<file path="config.mk">
export PLATFORM = sky130hd
export DESIGN_NAME = irda_fir_lppm_decoder
export DESIGN_NICKNAME = d
export VERILOG_FILES = /design/src/rtl/irda_ppm_pkg.sv /design/src/rtl/irda_ppm_onehot_dec.sv /design/src/rtl/irda_fir_lppm_decoder.sv
export SDC_FILE = /design/constraint.sdc
export NUM_CORES = 1
export LEC_CHECK = 0
export CAP_MARGIN = 10
export CORE_UTILIZATION = 42
export CTS_BUF_LIST = sky130_fd_sc_hd__clkbuf_16
export DETAILED_ROUTE_END_ITERATION = 8
export PLACE_DENSITY = 0.69
export SLEW_MARGIN = 30
export SYNTH_ARGS = -nofsm -noshare
export SYNTH_HDL_FRONTEND = slang
export SYNTH_HIERARCHICAL = 1
export SYNTH_SLANG_ARGS = --single-unit
</file>
<file path="constraint.sdc">
create_clock -name clk -period 1.9 [get_ports clk]
set_input_delay 0.38 -clock clk [delete_from_list [all_inputs] [get_ports clk]]
set_output_delay 0.38 -clock clk [all_outputs]
set_load 0.02 [all_outputs]
</file>
<file path="src/rtl/irda_ppm_pkg.sv">
// irda_ppm_pkg: shared constants and width helper for the L-PPM receive path.
package irda_ppm_pkg;

    localparam int IRDA_4PPM_CHIPS  = 4;
    localparam int IRDA_16PPM_CHIPS = 16;

    function automatic int clog2(input int value);
        int r;
        r = 0;
        while ((1 << r) < value) r++;
        return r;
    endfunction

endpackage

</file>
<file path="src/rtl/irda_ppm_onehot_dec.sv">
// irda_ppm_onehot_dec: maps a one-hot chip pattern to its symbol index; non-one-hot gives 0.
import irda_ppm_pkg::*;

module irda_ppm_onehot_dec #(
    parameter int  CHIPS    = IRDA_4PPM_CHIPS,
    localparam int SYM_BITS = clog2(CHIPS)
) (
    input  logic [CHIPS-1:0]    pattern,
    output logic [SYM_BITS-1:0] sym,
    output logic                onehot
);

    logic [SYM_BITS-1:0] idx;

    always_comb begin
        idx = '0;
        for (int i = 0; i < CHIPS; i++) if (pattern[i]) idx = SYM_BITS'(i);
    end

    assign onehot = (pattern != '0) && ((pattern & (pattern - CHIPS'(1))) == '0);
    assign sym    = onehot ? idx : '0;

endmodule

</file>
<file path="src/rtl/irda_fir_lppm_decoder.sv">
// irda_fir_lppm_decoder: collects CHIPS chips per symbol, decodes L-PPM and
// emits the symbol in parallel and as a serial bit stream.
import irda_ppm_pkg::*;

module irda_fir_lppm_decoder #(
    parameter int  CHIPS    = IRDA_4PPM_CHIPS,
    parameter int  ERR_W    = 8,
    localparam int SYM_BITS = clog2(CHIPS)
) (
    input  logic                clk,
    input  logic                wb_rst_i,
    input  logic                chip_en,
    input  logic                ppmd_restart,
    input  logic                fd_o,
    input  logic                lsb_first,
    input  logic                bad_cnt_clr,
    output logic [SYM_BITS-1:0] ppmd_sym,
    output logic                ppmd_sym_valid,
    output logic                ppmd_bad_chip,
    output logic                ppmd_o,
    output logic                ppmd_bit_valid,
    output logic [ERR_W-1:0]    bad_cnt
);

    localparam logic [SYM_BITS-1:0] LAST = SYM_BITS'(CHIPS - 1);

    logic [SYM_BITS-1:0] chip_cnt_q, chip_cnt_d;
    logic [CHIPS-2:0]    chip_buf_q, chip_buf_d;
    logic [SYM_BITS-1:0] shift_q, shift_d;
    logic [SYM_BITS-1:0] bits_left_q, bits_left_d;
    logic [SYM_BITS-1:0] sym_q, sym_d;
    logic                sym_valid_q, sym_valid_d;
    logic                bad_q, bad_d;
    logic                o_q, o_d;
    logic                bit_valid_q, bit_valid_d;
    logic [ERR_W-1:0]    bad_cnt_q, bad_cnt_d;
    logic [SYM_BITS-1:0] dec_sym, sym_rev, load;
    logic                onehot;

    irda_ppm_onehot_dec #(.CHIPS(CHIPS)) u_dec (
        .pattern ({fd_o, chip_buf_q}),
        .sym     (dec_sym),
        .onehot  (onehot)
    );

    // The shifter always emits bit 0, so MSB-first symbols are loaded reversed.
    assign sym_rev = {<<{dec_sym}};
    assign load    = lsb_first ? dec_sym : sym_rev;

    always_comb begin
        chip_cnt_d  = chip_cnt_q;
        chip_buf_d  = chip_buf_q;
        shift_d     = shift_q;
        bits_left_d = bits_left_q;
        sym_d       = sym_q;
        sym_valid_d = 1'b0;
        bad_d       = 1'b0;
        o_d         = o_q;
        bit_valid_d = 1'b0;
        bad_cnt_d   = bad_cnt_clr ? '0 : bad_cnt_q;
        if (ppmd_restart) begin
            chip_cnt_d    = SYM_BITS'(1);
            chip_buf_d[0] = fd_o;
            bits_left_d   = '0;
            o_d           = 1'b0;
        end else if (chip_en) begin
            if (chip_cnt_q == LAST) begin
                chip_cnt_d  = '0;
                sym_d       = dec_sym;
                sym_valid_d = 1'b1;
                bad_d       = !onehot;
                if (!onehot && bad_cnt_d != '1) bad_cnt_d = bad_cnt_d + ERR_W'(1);
                o_d         = load[0];
                shift_d     = load >> 1;
                bits_left_d = SYM_BITS'(SYM_BITS - 1);
                bit_valid_d = 1'b1;
            end else begin
                chip_buf_d[chip_cnt_q] = fd_o;
                chip_cnt_d             = chip_cnt_q + SYM_BITS'(1);
                if (bits_left_q != '0) begin
                    o_d         = shift_q[0];
                    shift_d     = shift_q >> 1;
                    bits_left_d = bits_left_q - SYM_BITS'(1);
                    bit_valid_d = 1'b1;
                end
            end
        end
    end

    always_ff @(posedge clk) begin
        if (wb_rst_i) begin
            chip_cnt_q  <= '0;
            chip_buf_q  <= '0;
            shift_q     <= '0;
            bits_left_q <= '0;
            sym_q       <= '0;
            sym_valid_q <= 1'b0;
            bad_q       <= 1'b0;
            o_q         <= 1'b0;
            bit_valid_q <= 1'b0;
            bad_cnt_q   <= '0;
        end else begin
            chip_cnt_q  <= chip_cnt_d;
            chip_buf_q  <= chip_buf_d;
            shift_q     <= shift_d;
            bits_left_q <= bits_left_d;
            sym_q       <= sym_d;
            sym_valid_q <= sym_valid_d;
            bad_q       <= bad_d;
            o_q         <= o_d;
            bit_valid_q <= bit_valid_d;
            bad_cnt_q   <= bad_cnt_d;
        end
    end

    assign ppmd_sym       = sym_q;
    assign ppmd_sym_valid = sym_valid_q;
    assign ppmd_bad_chip  = bad_q;
    assign ppmd_o         = o_q;
    assign ppmd_bit_valid = bit_valid_q;
    assign bad_cnt        = bad_cnt_q;

endmodule

</file>
## Word-level counts from Yosys, hierarchy flattened

Cells that the tools add are included.

| operators by class | value |
|---|---|
| divide/modulo/power cells | 0 |
| multiply operators | 0 |
| shifts and indexed selects | 0 |
| reductions and logical operators | 17 |
| add/sub/neg operators | 4 |
| mux-type cells | 28 |
| order comparisons | 2 |
| equality and inequality tests | 3 |
| bitwise logic cells | 4 |

Operators with widths:

| cell | count |
|---|---|
| 8-bit 2-to-1 mux | 5 |
| 2-bit 2-to-1 mux | 9 |
| 1-bit 2-to-1 mux | 12 |
| 3-bit AND reduction | 3 |
| 8-bit by 1-bit adder with 8-bit output, second input constant | 1 |
| 8-bit != test, second input constant | 1 |
| 2-bit nonzero test | 3 |
| 4-bit bitwise AND | 1 |
| 4-bit zero test | 1 |
| 2-bit AND reduction | 2 |
| 4-bit nonzero test | 1 |
| 4-bit OR reduction | 1 |
| 4-bit by 1-bit subtractor with 4-bit output, second input constant | 1 |
| 3-bit bitwise mux | 1 |
| 1-bit logical AND | 3 |
| 2-bit by 3-bit less-than comparator with 1-bit output, second input constant | 1 |
| 1-bit NOT | 3 |
| 3-bit OR reduction | 1 |
| 2-bit by 1-bit adder with 2-bit output, second input constant | 1 |
| 1-bit demux with 2-bit select | 1 |
| 2-bit == test, second input constant | 1 |
| 2-bit by 1-bit greater-or-equal comparator with 1-bit output, second input constant | 1 |
| 2-bit != test, second input constant | 1 |
| 2-bit OR reduction | 1 |
| 2 further kinds | 2 |

| word-level totals | value |
|---|---|
| bits in writable memories | 0 |
| word-level logic and storage cells | 70 |
| output and inout port bits | 14 |
| memories kept | 0 |
| bits in read-only memories | 0 |
| latch bits | 0 |
| register bits | 23 |
| input bits | 7 |

## Longest topological paths before layout

Gate-level depths: netlist (run 1).

| depth | value |
|---|---|
| depth after elaboration | 10 |
| mapped depth | 7 |
| mapped depth without buffers | 7 |

## Modules after synthesis

The synthesis (run 1) kept the hierarchy.

By module, submodules not included:

| module | area each (um2) | seq. area each (um2) | cells an instance | times used |
|---|---|---|---|---|
| irda_fir_lppm_decoder | 1,056.0 | 440.4 | 115 | 1 |
| irda_ppm_onehot_dec | 56.3 | 0.0 | 7 | 1 |

## Worst setup path after synthesis (run 1)

No wires, ideal clock.

| path | value |
|---|---|
| path kind | input-to-reg |
| from | input fd_o |
| to | register bad_cnt_q[5], in the netlist bad_cnt[5] |
| path buffers | 0 |
| arrival | 1.899 ns |
| path slack | -0.074 ns |
| library setup time | 0.076 ns |
| cell stages on the path | 7 |
| data required time | 1.824 ns |
| path through | xnor2_1 nor3_2 or3_1 nor2b_1 o2111ai_1 or4_1 a21boi_0 |

| on the way | value |
|---|---|
| word-level cells in the longest chain between the ends | 10 |
| elaborated cells between the ends (all ways) | 11 |
| those cells by class | add/sub (1); mux (4); bitwise (1); reduce/logical (5) |

Ends and longest elaborated chain:

| what | line | RTL |
|---|---|---|
| start, declared | irda_fir_lppm_decoder.sv:14 | `input logic fd_o,` |
| 4-bit by 1-bit subtractor with 4-bit output | irda_ppm_onehot_dec.sv:20 | `assign onehot = (pattern != '0) && ((pattern & (pattern - CHIPS'(1))) == '0);` |
| 4-bit bitwise AND | irda_ppm_onehot_dec.sv:20 |  |
| 4-bit zero test | irda_ppm_onehot_dec.sv:20 |  |
| 1-bit logical AND * | irda_ppm_onehot_dec.sv:20 |  |
| named net onehot | irda_fir_lppm_decoder.sv:38 | `logic onehot;` |
| 1-bit zero test * | irda_fir_lppm_decoder.sv:72 | `if (!onehot && bad_cnt_d != '1) bad_cnt_d = bad_cnt_d + ERR_W'(1);` |
| 1-bit logical AND * | irda_fir_lppm_decoder.sv:72 |  |
| 8-bit 2-to-1 mux * | irda_fir_lppm_decoder.sv:72 |  |
| 8-bit 2-to-1 mux * | irda_fir_lppm_decoder.sv:67 | `if (chip_cnt_q == LAST) begin` |
| 8-bit 2-to-1 mux * | irda_fir_lppm_decoder.sv:66 | `end else if (chip_en) begin` |
| 8-bit 2-to-1 mux * | irda_fir_lppm_decoder.sv:61 | `if (ppmd_restart) begin` |
| end signal, assigned | irda_fir_lppm_decoder.sv:112 | `bad_cnt_q <= bad_cnt_d;` |
| end, declared | irda_fir_lppm_decoder.sv:36 | `logic [ERR_W-1:0] bad_cnt_q, bad_cnt_d;` |

Mark *: on every way through the listed nets, which the timed path passes. The rest lies on a longest branch.
A chain may end at the register's enable or synchronous reset.

## Final worst setup path (run 1)

| path | value |
|---|---|
| from | register chip_buf_q[2] |
| to | register bad_cnt_q[7], in the netlist bad_cnt[7] |

| on the way | value |
|---|---|
| word-level cells in the longest chain between the ends | 10 |
| elaborated cells between the ends (all ways) | 11 |
| those cells by class | add/sub (1); mux (4); bitwise (1); reduce/logical (5) |

Ends and longest elaborated chain:

| what | line | RTL |
|---|---|---|
| start, declared | irda_fir_lppm_decoder.sv:28 | `logic [CHIPS-2:0] chip_buf_q, chip_buf_d;` |
| start signal, assigned | irda_fir_lppm_decoder.sv:104 | `chip_buf_q <= chip_buf_d;` |
| 4-bit by 1-bit subtractor with 4-bit output | irda_ppm_onehot_dec.sv:20 |  |
| 4-bit bitwise AND | irda_ppm_onehot_dec.sv:20 |  |
| 4-bit zero test | irda_ppm_onehot_dec.sv:20 |  |
| 1-bit logical AND * | irda_ppm_onehot_dec.sv:20 |  |
| named net onehot | irda_fir_lppm_decoder.sv:38 |  |
| 1-bit zero test * | irda_fir_lppm_decoder.sv:72 |  |
| 1-bit logical AND * | irda_fir_lppm_decoder.sv:72 |  |
| 8-bit 2-to-1 mux * | irda_fir_lppm_decoder.sv:72 |  |
| 8-bit 2-to-1 mux * | irda_fir_lppm_decoder.sv:67 |  |
| 8-bit 2-to-1 mux * | irda_fir_lppm_decoder.sv:66 |  |
| 8-bit 2-to-1 mux * | irda_fir_lppm_decoder.sv:61 |  |

Marks and branches as above.

==> metrics.txt, run 1 <==
status finished with violations; failing checks setup timing; crit path launch chip_buf_q[2]; Peak VDD IR 0.515 mV; critical path class reg2reg; #FFs+latches synth 22; clock insertion delay at the later pin of the skew report 250 ps; gpl congestion 0.730; I/O Pins 21; CTS Buffer Depth 2; Clock transition at path regs 50 ps; total number of vias 1,038; Main synth FF type dfxtp_1; pre-CTS WS -726 ps; cell taking the most area after synthesis dfxtp_1; row count 18; root buffer cell clkbuf_16; Netlist cell types 38; ys async rst share 0%; DRT Wirelength 2.68 mm; RR Startpoint chip_buf_q[2]; CTS tree yes; Sink Count 22; final hold vios 0; Max H-tree Level 1; die area 0.00286 mm^2; Net Sw Frac 20.7%; ANT nets after route 0; CTS Hold Bufs 0; Area contributors post-synth dfxtp_1 (40%), mux2i_1 (8.1%), ha_1 (6.7%); die width 53.5 um; wire per inst 13.7 um; Seq/Total Area, Yosys 39.6%; port bufs 20; Fin Setup TNS -19.5 ps; vias in the first global route 971; Total Routing Usage GR 20.4%; Worst Path Max Fanout 6; Core Area 0.00250 mm^2; Die Y 53.5 um; Req. time, crit path 2080 ps; Post-synth EDFFs 0; Area Growth Syn to Fin 46.2%; Comb power frac 10.8%; clock share of power 42.5%; Crit path arrival time 2100 ps; Slew headroom 62.7%; Net Sw Power 0.209 mW; pin count of the biggest net entering global routing 15; post-synth top area share 39.6%; synth cell count leaders dfxtp_1 (22), nor2_1 (11), mux2i_1 (9), nor3_1 (8), a21oi_1 (7); NumNets Final 180; Avg Synthesized Cell Area 9.12 um^2; internal cell power 0.801 mW; Final Max Tran Viols 0; final setup vio count 1; top-count cell post-synth dfxtp_1; YS warnings 6; setup ws final -19.5 ps; startpoint types flip-flop; Hold Crit Class reg2reg; Mapped Area 0.00111 mm^2; Worst Setup End Kind flip-flop; grt ovf 0; Final HPWL DP 1.88 mm; vias per cell 5.32; min-delay src shift_q[0]; DR pass1 iterations 4; global-route wire length before repair 4.23 mm; Post-Syn Instances 122; share of cells above drive strength 1 27.9%; Antenna Diode Count 0; max_cap viols 0; total CTS buffers 3; Starting Density 44.5%; DR iter-0 viols 18; DRC viols 0; worst clock skew 3.15 ps; Syn Nets 135; Flop pwr share 46.8%; fin crit period 1920 ps; Leakage 0.641 nW; period utilization 101%; Slew @ Worst Pin 557 ps; Layout Utilization 65.1%; pwr dens 621 mW/mm^2; Max Fclk 0.521 GHz; number of antenna violations at the first check in global routing 0; RSZ-0062 raised after global routing true
layout make-up:
| type | instances | area (um^2) |
|---|---|---|
| fill | 206 | 873 |
| multi-input combinational | 90 | 672 |
| sequential | 22 | 445 |
| timing repair buffer | 44 | 374 |
| clock buffer | 3 | 75.1 |
| tap | 30 | 37.5 |
| inverter | 6 | 22.5 |
through the flow:
stage                     hold slack [ps]  area, um^2  power [mW]  std cells
after floorplan                       454        1130       0.528        122
after global placement                467        1480       0.578        186
after detailed placement              483        1480       0.582        186
after CTS                             493        1590        1.02        194
after global routing                  516        1630        1.05        195
final                                 494        1630        1.01        195
what timing repair did:
item                                    CTS  global route
gates resized for setup                   8             9
cloned                                    0             0
endpoints found under the setup margin    9             6
setup buffers                             5             1
pin swaps                                 6             3
registers in the layout (all words and copies together), names as in the netlist:
register / count
ppmd_bad_chip: 1
ppmd_o: 1
ppmd_sym_valid: 1
bad_cnt: 8
ppmd_bit_valid: 1
chip_buf_q: 3
ppmd_sym: 2
chip_cnt_q: 2
shift_q: 1
bits_left_q: 2
path summary, 6_finish.rpt:
check | slack [ps] | end | cells after the start
setup / recovery | -20 | bad_cnt[7] | 7
hold / removal | 490 | shift_q[0] | 2
setup reg to reg | -20 | bad_cnt[7] | 7
hold reg to reg | 490 | shift_q[0] | 2
kinds of logic after synthesis:
kind of cell | Yosys count | share of synthesized area, %
AO/OA/AOI/OAI | 19 | 10.8
XOR/XNOR | 6 | 4.72
adder cells (fa/ha/maj) | 6 | 6.75
buffers and inverters | 10 | 4.05
flip-flops | 22 | 39.6
multiplexers | 9 | 8.10
AND/OR/NAND/NOR | 50 | 26.0
placed cells by master, fill, tap and decap left out, types with 2 or more instances in the layout:
cell type	netlist	final
buf_4	0	24
dfxtp_1	22	20
clkdlybuf4s50_1	0	18
nor2_1	11	11
mux2i_1	9	9
nor3_1	8	8
a21oi_1	7	6
nand2_1	6	6
ha_1	6	5
inv_1	4	4
nand3_1	3	3
or3_4	1	3
nor2b_1	5	3
xnor2_1	4	3
clkbuf_16	0	3
inv_2	2	2
nand4_1	2	2
xor2_1	2	2
o31ai_1	2	2
or4_1	2	2
a21boi_1	1	2
o21ai_0	3	2
nor4b_1	2	2
power by group through the flow:
stage	sequential, mW	combinational [mW]	clock (mW)
final	0.472	0.109	0.429
after global routing	0.473	0.117	0.461
after CTS	0.472	0.105	0.440
after detailed placement	0.483	0.0990	0
after global placement	0.482	0.0956	0
after floorplan	0.482	0.0456	0
worst max-delay path: stages, from the launching register on:
cell and delay (ps):
dfxtp_4 360, xnor2_2 140, nor3_2 60, or3_4 340, nor2b_1 130, o2111ai_2 170
or4_1 510, a21boi_1 130
per-layer routing:
layer	vias up	global-route usage, %	routed length [um]
met3	2	2.59	82
met1	493	27.2	1230
met4	0	7.02	10
li1	523	-	-
met5	-	0	0
met2	20	33.1	1350
No activity file was read; power rests on OpenSTA's default activity.
==> run 2, diff against run 1 <==
--- a/config.mk
+++ b/config.mk
@@ -7,7 +7,7 @@
 export LEC_CHECK = 0
 export CAP_MARGIN = 10
 export CORE_UTILIZATION = 42
-export CTS_BUF_LIST = sky130_fd_sc_hd__clkbuf_16
+export CTS_BUF_LIST = sky130_fd_sc_hd__clkbuf_4 sky130_fd_sc_hd__clkbuf_8 sky130_fd_sc_hd__clkbuf_16
 export DETAILED_ROUTE_END_ITERATION = 8
 export PLACE_DENSITY = 0.69
 export SLEW_MARGIN = 30
==> metrics.txt, run 2 (synthesis gave the netlist of run 1 again) <==
wire per inst 13.4 um; die width 53.5 um; commonest non-fill, non-tap cells in the layout buf_4 (24), dfxtp_1 (19), clkdlybuf4s50_1 (18); max_cap viols 0; status finished with violations; ANT nets after route 0; WHS 498 ps; DRT Wirelength 2.61 mm; Total Routing Usage GR 20.0%; Clock transition at path regs 120 ps; Antenna Diode Count 0; share of cells above drive strength 1 27.9%; DR iter-0 viols 9; DRC viols 0; clock insertion delay at the later pin of the skew report 300 ps; Hold Crit Class reg2reg; gpl congestion 0.730; Net Sw Frac 24.1%; Net Sw Power 0.190 mW; NumNets Final 180; Max Fclk 0.518 GHz; RSZ-0062 raised after global routing true; failing checks setup timing; WP depth 7; Sink Count 22; Req. time, crit path 2130 ps; Final Max Tran Viols 0; pin count of the biggest net entering global routing 15; commonest non-fill, non-tap cell in the layout buf_4; vias in the first global route 957; grt ovf 0; pwr dens 500 mW/mm^2; row count 18; fin crit period 1930 ps; final setup vio count 1; Leakage 0.622 nW; vias per cell 5.23; Power Total 0.787 mW; Final HPWL DP 1.88 mm; internal cell power 0.597 mW; clock share of power 26.5%; Slew @ Worst Pin 557 ps; CP Cell Sequence xnor2_2 -> nor3_2 -> or3_4 -> nor2b_1 -> o2111ai_2 -> or4_1 -> a21boi_1; max FFs per register 8; Area Growth Syn to Fin 41.5%; Peak VDD IR 0.345 mV; R2R depth 7; worst clock skew 3.35 ps; WP buf/inv 0; CTS tree yes; total CTS buffers 3; startpoint types flip-flop; Worst Path Max Fanout 6; number of antenna violations at the first check in global routing 0; slowest CP cell or4_1; critical path class reg2reg; Starting Density 44.5%; CTS Buffer Depth 2; port bufs 20; Flop pwr share 59.9%; CP peak stage delay 510 ps; Die Y 53.5 um; Worst Setup End Kind flip-flop; final hold vios 0; DR pass1 iterations 4; total number of vias 1,020; Crit path arrival time 2160 ps; global-route wire length before repair 4.13 mm; root buffer cell clkbuf_4; setup ws final -29.4 ps; Hold Path Depth 2; Slew headroom 62.7%; Max H-tree Level 1; die area 0.00286 mm^2; I/O Pins 21; Comb power frac 13.6%; delay-heaviest family, CP simple AND/OR/NAND/NOR gates; Core Area 0.00250 mm^2; Fin Setup TNS -29.4 ps; period utilization 102%
-- run 2: final timing paths --
kind,from,endpoint,slack [ps]
setup reg to reg,chip_buf_q[2],bad_cnt[7],-30
setup / recovery,chip_buf_q[2],bad_cnt[7],-30
hold / removal,shift_q[0],shift_q[0],500
hold reg to reg,shift_q[0],shift_q[0],500
-- run 2: what timing repair did --
action                                  4_1_cts  5_1_grt
endpoints found under the setup margin        8        6
resized for setup                             7        7
setup buffers                                 5        1
hold buffers                                  0        0
pin swaps                                     6        4
-- run 2: through the flow --
| stage | std cells | instance area [um^2] | util, % | worst slack [ps] |
|---|---|---|---|---|
| after floorplan | 122 | 1130 | - | 1.17 |
| after global routing | 195 | 1570 | 63.0 | -148 |
| after CTS | 194 | 1550 | 61.8 | -56.2 |
| after detailed placement | 186 | 1480 | 59.1 | -726 |
| final | 195 | 1570 | 63.0 | -29.4 |
| after global placement | 186 | 1480 | 59.1 | -624 |
-- run 2: tightest hold or removal path: stages, from the launching register on --
cell     delay (ps)
dfxtp_1         330
o21ai_0          70
a21oi_1          70
-- run 2: cell type report --
type	count	area, um^2
Sequential cell	22	447
Inverter	6	22.5
Fill cell	228	926
Multi-Input combinational cell	90	664
Timing Repair Buffer	44	380
Tap cell	30	37.5
Clock buffer	3	22.5
-- run 2: per-layer routing --
metal  GRT usage, %  up-vias  wire length, um
met5              0        -                0
met4           5.26        0               15
met3           2.87        2               57
met2           32.5       13             1270
met1           27.0      481             1270
li1               -      524                -
-- run 2: power groups by stage --
stage | clock network, mW | registers, mW | logic, mW
CTS | 0.219 | 0.471 | 0.103
global route | 0.233 | 0.473 | 0.116
floorplan | 0 | 0.482 | 0.0456
global placement | 0 | 0.482 | 0.0956
finish | 0.209 | 0.471 | 0.107
detailed placement | 0 | 0.483 | 0.0990
==> run 3, diff against run 2 <==
--- a/config.mk
+++ b/config.mk
@@ -6,6 +6,7 @@
 export NUM_CORES = 1
 export LEC_CHECK = 0
 export CAP_MARGIN = 10
+export CORE_ASPECT_RATIO = 0.5
 export CORE_UTILIZATION = 42
 export CTS_BUF_LIST = sky130_fd_sc_hd__clkbuf_4 sky130_fd_sc_hd__clkbuf_8 sky130_fd_sc_hd__clkbuf_16
 export DETAILED_ROUTE_END_ITERATION = 8
==> metrics.txt, run 3 (synthesis gave the netlist of run 1 again) <==
status complete, no violations; Total Routing Usage GR 19.1%; Peak VDD IR 0.342 mV; grt peak-use layer met2; Starting Density 47.2%; Req. time, crit path 2100 ps; Final HPWL DP 1.76 mm; pin count of the biggest net entering global routing 13; grt ovf 0; Slew headroom 71.1%; row count 12; Crit path arrival time 2080 ps; final hold vios 0; Hold Crit Class reg2reg; startpoint types flip-flop; max_cap viols 0; DRT Wirelength 2.34 mm; port bufs 20; root buffer cell clkbuf_8; met1 Use GR 23.7%; Power Total 0.903 mW; number of antenna violations at the first check in global routing 0; die width 74.8 um; Final Max Tran Viols 0; Antenna Diode Count 0; DR pass1 iterations 4; met2 GRT Util 32.7%; Max Fclk 0.532 GHz; Clock transition at path regs 80 ps; Fin Setup TNS 0 ps; Worst Setup End Kind flip-flop; CTS Buffer Depth 2; ANT nets after route 0; share of cells above drive strength 1 25.2%; max FFs per register 8; fin crit period 1880 ps; die area 0.00287 mm^2; period utilization 99.0%; met3 Usage GRT 5.53%; global-route wire length before repair 3.93 mm; vias in the first global route 905; final setup vio count 0; Leakage 0.645 nW; wire per inst 11.8 um; DR iter-0 viols 31; worst clock skew 1.71 ps; NumNets Final 177; commonest non-fill, non-tap cells in the layout dfxtp_1 (21), buf_4 (21), clkdlybuf4s50_1 (18); CTS tree yes; Max H-tree Level 1; RSZ-0062 raised after global routing true; Area Growth Syn to Fin 44.3%; DRC viols 0; Sink Count 22; Die Y 38.4 um; critical path class reg2reg; Slew @ Worst Pin 433 ps; total CTS buffers 3; total number of vias 1,010; vias per cell 5.10; pwr dens 563 mW/mm^2; I/O Pins 21; clock insertion delay at the later pin of the skew report 260 ps; gpl congestion 0.775; Core Area 0.00236 mm^2; Worst Path Max Fanout 6
==> run 3: power breakdown <==
| group | switching (mW) | total, mW | internal (mW) |
|---|---|---|---|
| sequential | 0.00539 | 0.470 | 0.465 |
| clock | 0.150 | 0.334 | 0.185 |
| combinational | 0.0465 | 0.0988 | 0.0523 |
| total | 0.202 | 0.903 | 0.701 |
==> run 3: worst paths after layout <==
check             slack, ps  cells after the start     startpoint    endpoint
setup / recovery         20                      7  chip_buf_q[2]  bad_cnt[7]
hold / removal          480                      2     shift_q[0]  shift_q[0]
setup reg to reg         20                      7  chip_buf_q[2]  bad_cnt[7]
hold reg to reg         480                      2     shift_q[0]  shift_q[0]
==> run 3: final cells by class <==
cell class	instances	area (um^2)
clock buffers	4	55.1
fillers	194	752
inverters	6	22.5
multi-input cells	90	688
flip-flops and latches	22	444
well taps	35	43.8
repair buffers	41	352
==> run 3: stage by stage <==
step | std cells | cell area (um^2) | setup WS, ps | utilization (%) | hold WS, ps
after floorplan | 122 | 1130 | 1.17 | - | 454
after global placement | 193 | 1500 | -636 | 63.6 | 472
after detailed placement | 193 | 1500 | -711 | 63.6 | 470
after CTS | 197 | 1570 | -35.3 | 66.8 | 487
after global routing | 198 | 1610 | -56.6 | 68.1 | 511
final | 198 | 1610 | 19.1 | 68.1 | 484
==> run 3: worst max-delay path, cell delays in order (launching register included) <==
cell	delay [ps]
dfxtp_4	370
xnor2_2	130
nor3_2	60
or3_4	360
nor2b_4	140
o2111ai_4	140
or4_1	500
a21boi_1	130
==> run 3: repair_timing <==
action | in CTS | in global routing
setup endpoints to repair | 8 | 4
hold buffers | 0 | 0
resized for setup | 11 | 4
pin swaps | 4 | 3
buffers inserted | 0 | 1
==> run 3: metal layers <==
layer  up-vias  part of all wire, %
met5         -                    0
met3         2                  3.2
met4         0                 0.90
li1        515                    -
met1       479                   49
met2        14                   47
